File: src/rtl/ballot_pkg.sv
// ballot_pkg: shared selection/state types, count width shared with voting_machine, and selection helpers
package ballot_pkg;
  localparam int VOTE_CNT_W = 7;
  typedef enum logic [1:0] {SEL_NONE, SEL_A, SEL_B, SEL_C} sel_e;
  typedef enum logic [2:0] {IDLE, READY, SELECTED, COMMIT, LOCKOUT} state_e;
  function automatic sel_e sel_of(input logic [2:0] c);
    return c[0] ? SEL_A : c[1] ? SEL_B : c[2] ? SEL_C : SEL_NONE;
  endfunction
  function automatic logic [2:0] vote_of(input sel_e s);
    return {s == SEL_C, s == SEL_B, s == SEL_A};
  endfunction
endpackage

File: src/rtl/btn_debounce.sv
// btn_debounce: 2-flop synchronizer, stable-high debouncer and one-cycle registered rising-edge event
module btn_debounce #(
  parameter int unsigned DEBOUNCE_CYCLES = 4
) (
  input  logic clk,
  input  logic reset,
  input  logic btn,
  output logic evt
);
  localparam int unsigned CW = $clog2(DEBOUNCE_CYCLES + 1);
  logic [1:0] sync_q, sync_d;
  logic [CW-1:0] cnt_q, cnt_d;
  logic level_q, level_d, prev_q, prev_d, evt_q, evt_d, hold;
  always_comb begin
    sync_d = {sync_q[0], btn};
    hold = cnt_q == CW'(DEBOUNCE_CYCLES - 1);
    level_d = sync_q[1] & hold;
    cnt_d = !sync_q[1] ? '0 : hold ? cnt_q : cnt_q + 1'b1;
    prev_d = level_q;
    evt_d = level_q & ~prev_q;
  end
  always_ff @(posedge clk or negedge reset)
    if (!reset) begin
      sync_q <= '0;
      cnt_q <= '0;
      level_q <= 1'b0;
      prev_q <= 1'b0;
      evt_q <= 1'b0;
    end else begin
      sync_q <= sync_d;
      cnt_q <= cnt_d;
      level_q <= level_d;
      prev_q <= prev_d;
      evt_q <= evt_d;
    end
  assign evt = evt_q;
endmodule

File: src/rtl/ballot_unit.sv
// ballot_unit: one-vote-per-ballot console driving voting_machine; define BALLOT_AUDIT_EN to build the ballots_cast counter
module ballot_unit
  import ballot_pkg::*;
#(
  parameter int unsigned DEBOUNCE_CYCLES = 4,
  parameter int unsigned TIMEOUT_CYCLES = 1000,
  parameter int unsigned LOCKOUT_CYCLES = 8
) (
  input  logic clk,
  input  logic reset,
  input  logic issue_ballot,
  input  logic btn_A,
  input  logic btn_B,
  input  logic btn_C,
  input  logic btn_confirm,
  input  logic btn_cancel,
  output logic enable_vote,
  output logic vote_A,
  output logic vote_B,
  output logic vote_C,
  output logic confirm_vote,
  output logic [1:0] selection,
  output logic ballot_ready,
  output logic timeout_err,
  output logic [VOTE_CNT_W-1:0] ballots_cast
);
  localparam int unsigned CMAX = TIMEOUT_CYCLES > LOCKOUT_CYCLES ? TIMEOUT_CYCLES : LOCKOUT_CYCLES;
  localparam int unsigned CW = $clog2(CMAX + 1);
  logic [4:0] evt;
  logic [2:0] cand, vote_q, vote_d;
  logic idle_end;
  sel_e pick, sel_q, sel_d;
  state_e state_q, state_d;
  logic [CW-1:0] cnt_q, cnt_d;
  logic enable_q, enable_d, ready_q, ready_d, confirm_q, confirm_d, timeout_q, timeout_d;
  btn_debounce #(.DEBOUNCE_CYCLES(DEBOUNCE_CYCLES)) u_db [4:0] (
    .clk(clk),
    .reset(reset),
    .btn({btn_cancel, btn_confirm, btn_C, btn_B, btn_A}),
    .evt(evt)
  );
  // cnt is the idle timer in READY/SELECTED and the lockout timer in LOCKOUT
  always_comb begin
    state_d = state_q;
    sel_d = sel_q;
    cnt_d = cnt_q;
    vote_d = '0;
    timeout_d = 1'b0;
    cand = evt[2:0];
    pick = $onehot(cand) ? sel_of(cand) : SEL_NONE;
    idle_end = cnt_q == CW'(TIMEOUT_CYCLES - 1);
    case (state_q)
      IDLE:
        if (issue_ballot) begin
          state_d = READY;
          cnt_d = '0;
        end
      READY:
        if (evt[4]) state_d = IDLE;
        else if (pick != SEL_NONE) begin
          state_d = SELECTED;
          sel_d = pick;
          vote_d = vote_of(pick);
          cnt_d = '0;
        end else if (idle_end) begin
          state_d = IDLE;
          timeout_d = 1'b1;
        end else cnt_d = cnt_q + 1'b1;
      SELECTED:
        if (evt[4]) begin
          state_d = READY;
          sel_d = SEL_NONE;
          cnt_d = '0;
        end else if (evt[3]) state_d = COMMIT;
        else if (pick != SEL_NONE && pick != sel_q) begin
          sel_d = pick;
          vote_d = vote_of(pick);
          cnt_d = '0;
        end else if (idle_end) begin
          state_d = IDLE;
          sel_d = SEL_NONE;
          timeout_d = 1'b1;
        end else cnt_d = cnt_q + 1'b1;
      COMMIT: begin
        state_d = LOCKOUT;
        cnt_d = '0;
      end
      LOCKOUT:
        if (cnt_q == CW'(LOCKOUT_CYCLES - 1)) begin
          state_d = IDLE;
          sel_d = SEL_NONE;
        end else cnt_d = cnt_q + 1'b1;
      default: state_d = IDLE;
    endcase
    enable_d = state_d != IDLE;
    ready_d = state_d == READY || state_d == SELECTED;
    confirm_d = state_d == COMMIT;
  end
  always_ff @(posedge clk or negedge reset)
    if (!reset) begin
      state_q <= IDLE;
      sel_q <= SEL_NONE;
      cnt_q <= '0;
      vote_q <= '0;
      enable_q <= 1'b0;
      ready_q <= 1'b0;
      confirm_q <= 1'b0;
      timeout_q <= 1'b0;
    end else begin
      state_q <= state_d;
      sel_q <= sel_d;
      cnt_q <= cnt_d;
      vote_q <= vote_d;
      enable_q <= enable_d;
      ready_q <= ready_d;
      confirm_q <= confirm_d;
      timeout_q <= timeout_d;
    end
`ifdef BALLOT_AUDIT_EN
  logic [VOTE_CNT_W-1:0] cast_q, cast_d;
  always_comb cast_d = (confirm_d && !(&cast_q)) ? cast_q + 1'b1 : cast_q;
  always_ff @(posedge clk or negedge reset)
    if (!reset) cast_q <= '0;
    else cast_q <= cast_d;
  assign ballots_cast = cast_q;
`else
  assign ballots_cast = '0;
`endif
  assign {vote_C, vote_B, vote_A} = vote_q;
  assign enable_vote = enable_q;
  assign confirm_vote = confirm_q;
  assign selection = sel_q;
  assign ballot_ready = ready_q;
  assign timeout_err = timeout_q;
endmodule
File: config.mk
export PLATFORM = sky130hd
export DESIGN_NAME = ballot_unit
export DESIGN_NICKNAME = d
export VERILOG_FILES = /design/src/rtl/ballot_pkg.sv /design/src/rtl/btn_debounce.sv /design/src/rtl/ballot_unit.sv
export SDC_FILE = /design/constraint.sdc
export NUM_CORES = 1
export LEC_CHECK = 0
export ABC_CLOCK_PERIOD_IN_PS = 2000
export BUFFER_PORTS_ARGS = -buffer_cell sky130_fd_sc_hd__buf_4
export CELL_PAD_IN_SITES_DETAIL_PLACEMENT = 1
export CELL_PAD_IN_SITES_GLOBAL_PLACEMENT = 1
export CORE_MARGIN = 3
export CORE_UTILIZATION = 42
export DETAILED_ROUTE_END_ITERATION = 6
export PLACE_DENSITY = 0.76
export RECOVER_POWER = 100
export SLEW_MARGIN = 20
export SYNTH_ARGS = -nofsm -noshare
export SYNTH_HDL_FRONTEND = slang
export SYNTH_HIERARCHICAL = 1
export SYNTH_SLANG_ARGS = --single-unit
File: constraint.sdc
create_clock -name clk -period 2 [get_ports clk]
set_input_delay 0.3 -clock clk [delete_from_list [all_inputs] [get_ports clk]]
set_output_delay 0.3 -clock clk [all_outputs]
set_load 0.02 [all_outputs]
==> results of run 1 <==
## worst max path at each step
stage               cells after the start             startpoint  slack (ns)                       end
floorplan                               8  u_db[0]/evt$_DFF_PN0_       0.008      cnt_q[1]$_DFFE_PN0P_
global placement                        8  u_db[0]/evt$_DFF_PN0_        0.03      cnt_q[4]$_DFFE_PN0P_
detailed placement                      8  u_db[2]/evt$_DFF_PN0_       -0.15      cnt_q[0]$_DFFE_PN0P_
CTS                                     7  u_db[0]/evt$_DFF_PN0_       -0.02  selection[0]$_DFFE_PN0P_
global route                            8  u_db[2]/evt$_DFF_PN0_       -0.19     enable_vote$_DFF_PN0_
finish                                  8  u_db[2]/evt$_DFF_PN0_       -0.08     enable_vote$_DFF_PN0_
## area by class of cell
type / instances / area [um2]
Fill cell: 708 / 3030
Sequential cell: 62 / 1550
Multi-Input combinational cell: 187 / 1360
Timing Repair Buffer: 37 / 241
Clock buffer: 12 / 135
Tap cell: 77 / 96.3
Clock inverter: 4 / 47.5
Inverter: 10 / 37.5
## cell usage in the layout, fill, tap and decap left out, drive strengths merged, types with 2 or more instances in the layout
master and instances:
nor3 3, a21boi 8, or3b 2, or2 7, clkbuf 27, o21ai 15, inv 10, ha 11
clkinv 2, xnor2 6, nor2 16, nand3 8, nand2b 6, o22ai 3, conb 7, buf 22
and2 11, nand2 26, dfrtp 62, mux2i 5, o31ai 6, or3 5, and3 3, nor2b 13
a21oi 10
## what timing repair did
| action | 4_1_cts | 5_1_grt |
|---|---|---|
| buffers inserted | 1 | 6 |
| endpoints found under the setup margin | 13 | 17 |
| hold buffers | 0 | 0 |
| endpoints found under the hold margin | 0 | 0 |
| gates resized for setup | 5 | 26 |
| pin swaps | 1 | 9 |
## flip-flops by register name, summed over array words and instances, names as in the netlist, 2 cells and up
signal / count
u_db/evt: 5
vote_q: 3
selection: 2
u_db/cnt_q: 15
cnt_q: 10
u_db/sync_q: 10
state_q: 3
u_db/prev_q: 5
u_db/level_q: 5
## kinds of logic (layout without fill, tap and decap cells)
group | after synthesis | in the layout | share of synthesized area (%)
AOI/OAI and AO/OA | 52 | 52 | 13.5
xor gates and xnor gates | 6 | 6 | 1.82
adders and majority gates | 12 | 12 | 5.46
buffers and inverters | 21 | 63 | 3.77
DFF | 62 | 62 | 53.7
muxes | 5 | 5 | 1.73
other | 1 | 7 | 0.130
and+or+nand+nor | 105 | 105 | 19.8
## Yosys cell counts, drive strengths merged (2+ instances only)
cell	count	area (um2)
dfrtp	62	1550
nand2	26	105
nor2	16	60.1
o21ai	15	75.1
nor2b	13	81.3
and2	11	75.1
ha	11	138
a21oi	10	53.8
buf	10	67.6
inv	10	37.5
a21boi	8	75.1
nand3	8	40.0
or2	7	43.8
nand2b	6	37.5
o31ai	6	50.1
xnor2	6	52.6
mux2i	5	50.1
or3	5	31.3
and3	3	18.8
nor3	3	15.0
o22ai	3	32.5
or3b	2	17.5
## stage by stage
stage	cells	TNS, ns
CTS	383	-0.0432
finish	389	-0.0986
detailed placement	366	-0.775
global route	389	-1.57
floorplan	270	0
global placement	366	0
## critical path: stages (launching register included)
cell,delay [ns]
sky130_fd_sc_hd__dfrtp_1,0.37
sky130_fd_sc_hd__inv_2,0.07
sky130_fd_sc_hd__fa_2,0.62
sky130_fd_sc_hd__nor2b_4,0.07
sky130_fd_sc_hd__buf_4,0.14
sky130_fd_sc_hd__nand3_1,0.10
sky130_fd_sc_hd__nand2_1,0.10
sky130_fd_sc_hd__o311a_4,0.16
sky130_fd_sc_hd__or3_1,0.34
## power by group
part           internal [mW]  switching (mW)
Combinational          0.502           0.655
Sequential              1.42           0.147
Clock                  0.573           0.474
Total                   2.50            1.28
## per-layer routing
metal  vias up  track usage [%]  part of all wire [%]  wire length [um]
met4         0             6.04                  0.79                49
met2        34             27.3                    50              3080
met5         -                0                     0                 0
met3         6             4.70                   3.4               209
met1      1019             21.3                    46              2880
li1        989                -                     -                 -
==> results.py, run 1 <==
metrics = {
    "sta": {
        "setup_viol_count_final": 2,
        "rsz0062_at_grt": "true",
        "timing_worst_slew_pin_value_ns": 1.50,
        "max_slew_margin_pct": -0.189,
        "final_slew_violations": 62,
        "holdWs_ns": 0.0914,
        "finClkSkew_ns": 0.00908,
        "setup_slack_of_the_critical_path_after_layout_ns": -0.0780,
        "hold_violations": 0,
        "max_freq_mhz": 481,
        "final_min_period_over_clock_period_pct": 104,
        "layout_min_cycle_time_ns": 2.08,
    },
    "clock_tree": {
        "clock_path_buffers": 2,
        "clock_tree.root_cell": "sky130_fd_sc_hd__clkbuf_8",
        "cts.clk_slew.worst_paths_ns": 0.07,
        "tritoncts_num_sinks": 62,
        "numCtsBuffers": 9,
        "cts_tree": "done",
        "worstSkewPairLatency_ns": 0.33,
        "cts_htree_levels": 3,
    },
    "worst_setup_path": {
        "worstSetupEndpointType": "flop",
        "rrSetupSlack_ns": -0.08,
        "timing_worst_setup_path_type": "reg -> reg",
        "reg2reg_to": "enable_vote$_DFF_PN0_",
        "reg2reg_depth": 8,
        "data_arrival_time_of_the_worst_path_ns": 2.29,
        "timing.critical_path.fanout_max": 4,
        "worstPathRequired_ns": 2.22,
        "worst_setup_path_start_kind": "flop",
        "reg2reg_from": "u_db[2]/evt$_DFF_PN0_",
    },
    "finish": {
        "flow.area_growth_from_synthesis_pct": 20.1,
        "antenna_cells_inserted": 0,
        "finish.instance_area_um2": 3470,
        "fin_nets": 327,
        "final_core_utilization_pct": 53.4,
        "drive_above_1_share_pct": 25.6,
    },
    "drt": {
        "drt-vias-per-instance": 5.26,
        "drtIter0Drc": 53,
        "num_vias": 2048,
        "route.detailed.drc": 0,
        "wl_mm": 6.22,
        "avgRoutedWirePerCell_um": 16.0,
        "ant_nets": 0,
        "drt-pass1-iter-count": 4,
    },
    "synth": {
        "synth.ff_latch_count": 62,
        "post_synth.cell_area_avg_um2": 10.9,
        "netlist_instances": 264,
        "number_of_enable_flip_flop_cells_after_synthesis": 0,
        "ys_types": 50,
        "async_reset_ff_share_pct": 100,
        "synth_seq_area_share_pct": 53.7,
        "syn-cell-area_um2": 2890,
        "yosys_warnings": 6,
        "ys.flop_type": "sky130_fd_sc_hd__dfrtp_1",
    },
    "power_and_ir_drop": {
        "cellPowerDensity_nw_per_um2": 1090,
        "leakagePower_nw": 1.55,
        "maximum_ir_drop_on_the_vdd_rail_v": 0.000443,
        "power_mw": 3.78,
    },
    "placement": {
        "gp_congestion": 0.754,
        "post_dp_cell_area_um2": 3160,
        "place_worst_setup_slack_ns": -0.154,
        "buffer_ports.inserted": 16,
        "dp.final_hpwl_mm": 4.11,
    },
    "grt": {
        "grt_util_all_layers_pct": 16.7,
        "grt_antenna_before_repair": 0,
        "first_global_vias": 2092,
        "grt_first_pass_wirelength_mm": 9.96,
        "maximum_number_of_pins_on_one_net_before_global_route_repair": 63,
        "grt_overflow": 0,
    },
    "worst_hold_path": {
        "timing.hold.worst_endpoint": "u_db[4]/sync_q[0]$_DFF_PN0_",
        "worstHoldPathType": "in -> reg",
        "whs_path_depth": 1,
        "min-delay-start": "btn_cancel",
    },
    "die": {
        "die_width_um": 88.9,
        "core.rowCount": 29,
        "core_region_area_um2": 6490,
        "die_height_um": 88.9,
        "initial_utilization_pct": 44.4,
        "num_io_pins": 24,
        "die_area_um2": 7900,
    },
    "status": {
        "outcome": "complete, but fails checks",
        "violations": "capacitance limit, slew limit, setup timing",
    },
    "job": {
        "maxCapViolations": 1,
    },
}
Power figures use the tool's default switching activity.
==> inputs of run 2 (changes only) <==
--- a/config.mk
+++ b/config.mk
@@ -5,14 +5,15 @@
 export SDC_FILE = /design/constraint.sdc
 export NUM_CORES = 1
 export LEC_CHECK = 0
+export ABC_AREA = 1
 export ABC_CLOCK_PERIOD_IN_PS = 2000
 export BUFFER_PORTS_ARGS = -buffer_cell sky130_fd_sc_hd__buf_4
 export CELL_PAD_IN_SITES_DETAIL_PLACEMENT = 1
 export CELL_PAD_IN_SITES_GLOBAL_PLACEMENT = 1
-export CORE_MARGIN = 3
-export CORE_UTILIZATION = 42
+export CORE_MARGIN = 8
+export CORE_UTILIZATION = 41
 export DETAILED_ROUTE_END_ITERATION = 6
-export PLACE_DENSITY = 0.76
+export PLACE_DENSITY = 0.77
 export RECOVER_POWER = 100
 export SLEW_MARGIN = 20
 export SYNTH_ARGS = -nofsm -noshare
==> results.py, run 2 <==
metrics = {
    "status": {
        "outcome": "complete, but fails checks",
        "violations": "capacitance limit, slew limit, setup timing",
    },
    "placement": {
        "dp.final_hpwl_mm": 4.65,
        "placedCellCount": 463,
        "buffer_ports.inserted": 16,
        "gp_congestion": 0.856,
    },
    "sta": {
        "setup_slack_of_the_critical_path_after_layout_ns": -0.0122,
        "holdWs_ns": 0.0897,
        "max_freq_mhz": 497,
        "hold_violations": 0,
        "finClkSkew_ns": 0.0108,
        "max_slew_margin_pct": -1.30,
        "setup_viol_count_final": 2,
        "rsz0062_at_grt": "true",
        "final_slew_violations": 63,
        "final_min_period_over_clock_period_pct": 101,
        "layout_min_cycle_time_ns": 2.01,
        "timing.setup.tns_ns": -0.0135,
        "timing_worst_slew_pin_value_ns": 1.52,
    },
    "finish": {
        "commonest_non_fill_non_tap_cell_in_the_layout": "sky130_fd_sc_hd__nand2_1",
        "largest-register": "u_db/cnt_q",
        "fillers": 867,
        "post_layout_nonfiller_instances": 484,
        "commonest_cells_after_routing_fill_and_taps_aside": "sky130_fd_sc_hd__nand2_1, sky130_fd_sc_hd__dfrtp_1, sky130_fd_sc_hd__inv_1",
        "drive_above_1_share_pct": 21.0,
        "largest_reg_flops": 15,
        "antenna_cells_inserted": 0,
        "flow.area_growth_from_synthesis_pct": 18.8,
        "fin_nets": 401,
        "final_core_utilization_pct": 49.9,
        "top_regs": "u_db/cnt_q x15, cnt_q x10, u_db/sync_q x10",
    },
    "drt": {
        "drtIter0Drc": 81,
        "drt-pass1-iter-count": 4,
        "wl_mm": 6.57,
        "num_vias": 2296,
        "drt-vias-per-instance": 4.74,
        "route.detailed.drc": 0,
        "ant_nets": 0,
        "avgRoutedWirePerCell_um": 13.6,
    },
    "worst_setup_path": {
        "timing_worst_setup_path_type": "reg -> reg",
        "timing.critical_path.fanout_max": 6,
        "timing.critical_path.from": "u_db[0]/evt$_DFF_PN0_",
        "worst_setup_path_start_kind": "flop",
        "master_of_the_slowest_instance_on_the_critical_path": "sky130_fd_sc_hd__fa_1",
        "reg2reg_depth": 11,
        "reg2reg_to": "cnt_q[7]$_DFFE_PN0P_",
        "cp_cell_sequence": "inv_2, fa_1, nor2_2, nand2_2, nand2_2, inv_1, nand2_2, buf_4, nand3_4, o211ai_1, nand2_1",
        "rrSetupSlack_ns": -0.01,
        "worst_path_most_repeated_cell": "sky130_fd_sc_hd__nand2_2",
        "max_stage_delay_ns": 0.42,
        "worstPathRequired_ns": 2.22,
        "data_arrival_time_of_the_worst_path_ns": 2.23,
        "worstSetupEndpointType": "flop",
        "reg2reg_from": "u_db[0]/evt$_DFF_PN0_",
    },
    "die": {
        "core_region_area_um2": 7180,
        "num_io_pins": 24,
        "die_area_um2": 10400,
        "initial_utilization_pct": 42.0,
        "core.rowCount": 31,
        "die_width_um": 102,
        "die_height_um": 102,
    },
    "synth": {
        "synthAdderAreaFrac_pct": 5.23,
        "number_of_enable_flip_flop_cells_after_synthesis": 0,
        "ys.flop_type": "sky130_fd_sc_hd__dfrtp_1",
        "muxShareOfSynthArea_pct": 0,
        "synthTopCellsByArea": "sky130_fd_sc_hd__dfrtp_1, sky130_fd_sc_hd__nand2_1, sky130_fd_sc_hd__inv_1",
        "netlist.top_cell.by_area": "sky130_fd_sc_hd__dfrtp_1",
        "synth_seq_area_share_pct": 51.5,
        "yosysMostFrequentCell": "sky130_fd_sc_hd__nand2_1",
        "post_synth.cell_area_avg_um2": 8.69,
        "netlist_instances": 347,
        "synth_top_cells_by_count": "sky130_fd_sc_hd__nand2_1, sky130_fd_sc_hd__dfrtp_1, sky130_fd_sc_hd__inv_1, sky130_fd_sc_hd__nand3_1, sky130_fd_sc_hd__nor2_1",
        "yosys_warnings": 6,
        "synth.ff_latch_count": 62,
        "async_reset_ff_share_pct": 100,
        "synth-simple-area-share_pct": 27.4,
        "syn-cell-area_um2": 3020,
        "synth_top_family_by_area": "simple AND/OR/NAND/NOR gates",
        "ys_types": 32,
        "xor_and_xnor_area_share_after_synthesis_pct": 1.74,
        "yosys_top_cell_area_share_pct": 51.5,
        "synthesized_area_fraction_occupied_by_ao_oa_aoi_and_oai_cells_pct": 3.61,
    },
    "clock_tree": {
        "worstSkewPairLatency_ns": 0.33,
        "tritoncts_num_sinks": 62,
        "numCtsBuffers": 9,
        "cts_tree": "done",
        "cts_hold_repair.buffers": 0,
        "cts_htree_levels": 3,
        "clock_path_buffers": 2,
        "cts.clk_slew.worst_paths_ns": 0.07,
        "clock_tree.root_cell": "sky130_fd_sc_hd__clkbuf_8",
    },
    "grt": {
        "grt_first_pass_wirelength_mm": 11.1,
        "grt_util_all_layers_pct": 13.6,
        "first_global_vias": 2475,
        "grt_antenna_before_repair": 0,
        "grt_overflow": 0,
        "maximum_number_of_pins_on_one_net_before_global_route_repair": 63,
    },
    "worst_hold_path": {
        "whs_path_depth": 1,
        "worstHoldPathType": "in -> reg",
        "min-delay-start": "btn_cancel",
        "timing.hold.worst_endpoint": "u_db[4]/sync_q[0]$_DFF_PN0_",
    },
    "power_and_ir_drop": {
        "cellPowerDensity_nw_per_um2": 1070,
        "leakagePower_nw": 1.89,
        "maximum_ir_drop_on_the_vdd_rail_v": 0.000547,
    },
    "job": {
        "maxCapViolations": 1,
    },
}
[run 2: cell types whose count changed in the layout (fill, tap and decap cells not counted), sizes merged, moves of 8 or more]
cell / change
nand4: +8
and2: -11
nor2: +19
nand3: +35
a21boi: -8
nor2b: -13
buf: -11
o21ai: -8
nand2: +57
a21oi: -9
inv: +59
[run 2: layout make-up]
cell class                 count  area [um2]  share of cell area, %
inverter                      69         262                   7.30
tap                           99         124                   3.46
sequential                    62        1550                   43.3
multi-input combinational    215        1270                   35.5
clock inverter                 3        67.6                   1.89
timing repair buffer          24         151                   4.23
clock buffer                  12         155                   4.33
[run 2: worst max path at each step]
| stage | to | slack [ns] | cells after the start |
|---|---|---|---|
| floorplan | cnt_q[7]$_DFFE_PN0P_ | 0.10 | 12 |
| global placement | selection[0]$_DFFE_PN0P_ | -0.02 | 12 |
| detailed placement | selection[0]$_DFFE_PN0P_ | -0.14 | 14 |
| CTS | cnt_q[7]$_DFFE_PN0P_ | -0.003 | 12 |
| global route | cnt_q[1]$_DFFE_PN0P_ | -0.18 | 15 |
| finish | cnt_q[7]$_DFFE_PN0P_ | -0.01 | 11 |
[run 2: cell families (layout without fill, tap and decap cells)]
family | after synthesis | in the layout
adder cells (fa/ha/maj) | 12 | 12
AND/OR/NAND/NOR | 174 | 174
XOR/XNOR | 6 | 6
flip-flops | 62 | 62
other | 1 | 7
buffers and inverters | 76 | 108
AO/OA/AOI/OAI | 16 | 16
[run 2: repair_timing]
item                       4_1_cts  5_1_grt
pin swaps                        4        8
resized for setup               12       21
setup buffers                    4        2
setup endpoints to repair       15       16
[run 2: worst max-delay path: cells and delay by family, from the launching register on]
| kind | cells | cell delay (ns) |
|---|---|---|
| AND/OR/NAND/NOR | 6 | 0.67 |
| adder cells (fa/ha/maj) | 1 | 0.42 |
| flip-flops | 1 | 0.40 |
| buffers and inverters | 3 | 0.26 |
| AO/OA/AOI/OAI | 1 | 0.14 |
[run 2: metrics by stage]
step,worst slack [ns],power [mW],instance area [um2]
after CTS,-0.00283,3.77,3530
after floorplan,0.101,2.21,3040
after global routing,-0.182,4.05,3580
after global placement,-0.0161,2.42,3240
after detailed placement,-0.139,2.46,3240
final,-0.0122,3.82,3580
[run 2: power by group]
part           internal [mW]  leakage (nW)  switching, mW
clock                  0.764         0.109          0.478
sequential              1.40         0.816          0.117
combinational          0.381         0.970          0.683
total                   2.54          1.89           1.28
[run 2: layer usage]
layer  share of wire [%]  GRT usage [%]  vias to the layer above  wire length, um
met2                  52           23.6                       21             3400
met3                 2.6           3.09                        7              169
met5                   0              0                        -                0
li1                    -              -                     1131                -
met1                  45           15.8                     1137             2920
met4                 1.2           5.50                        0               78
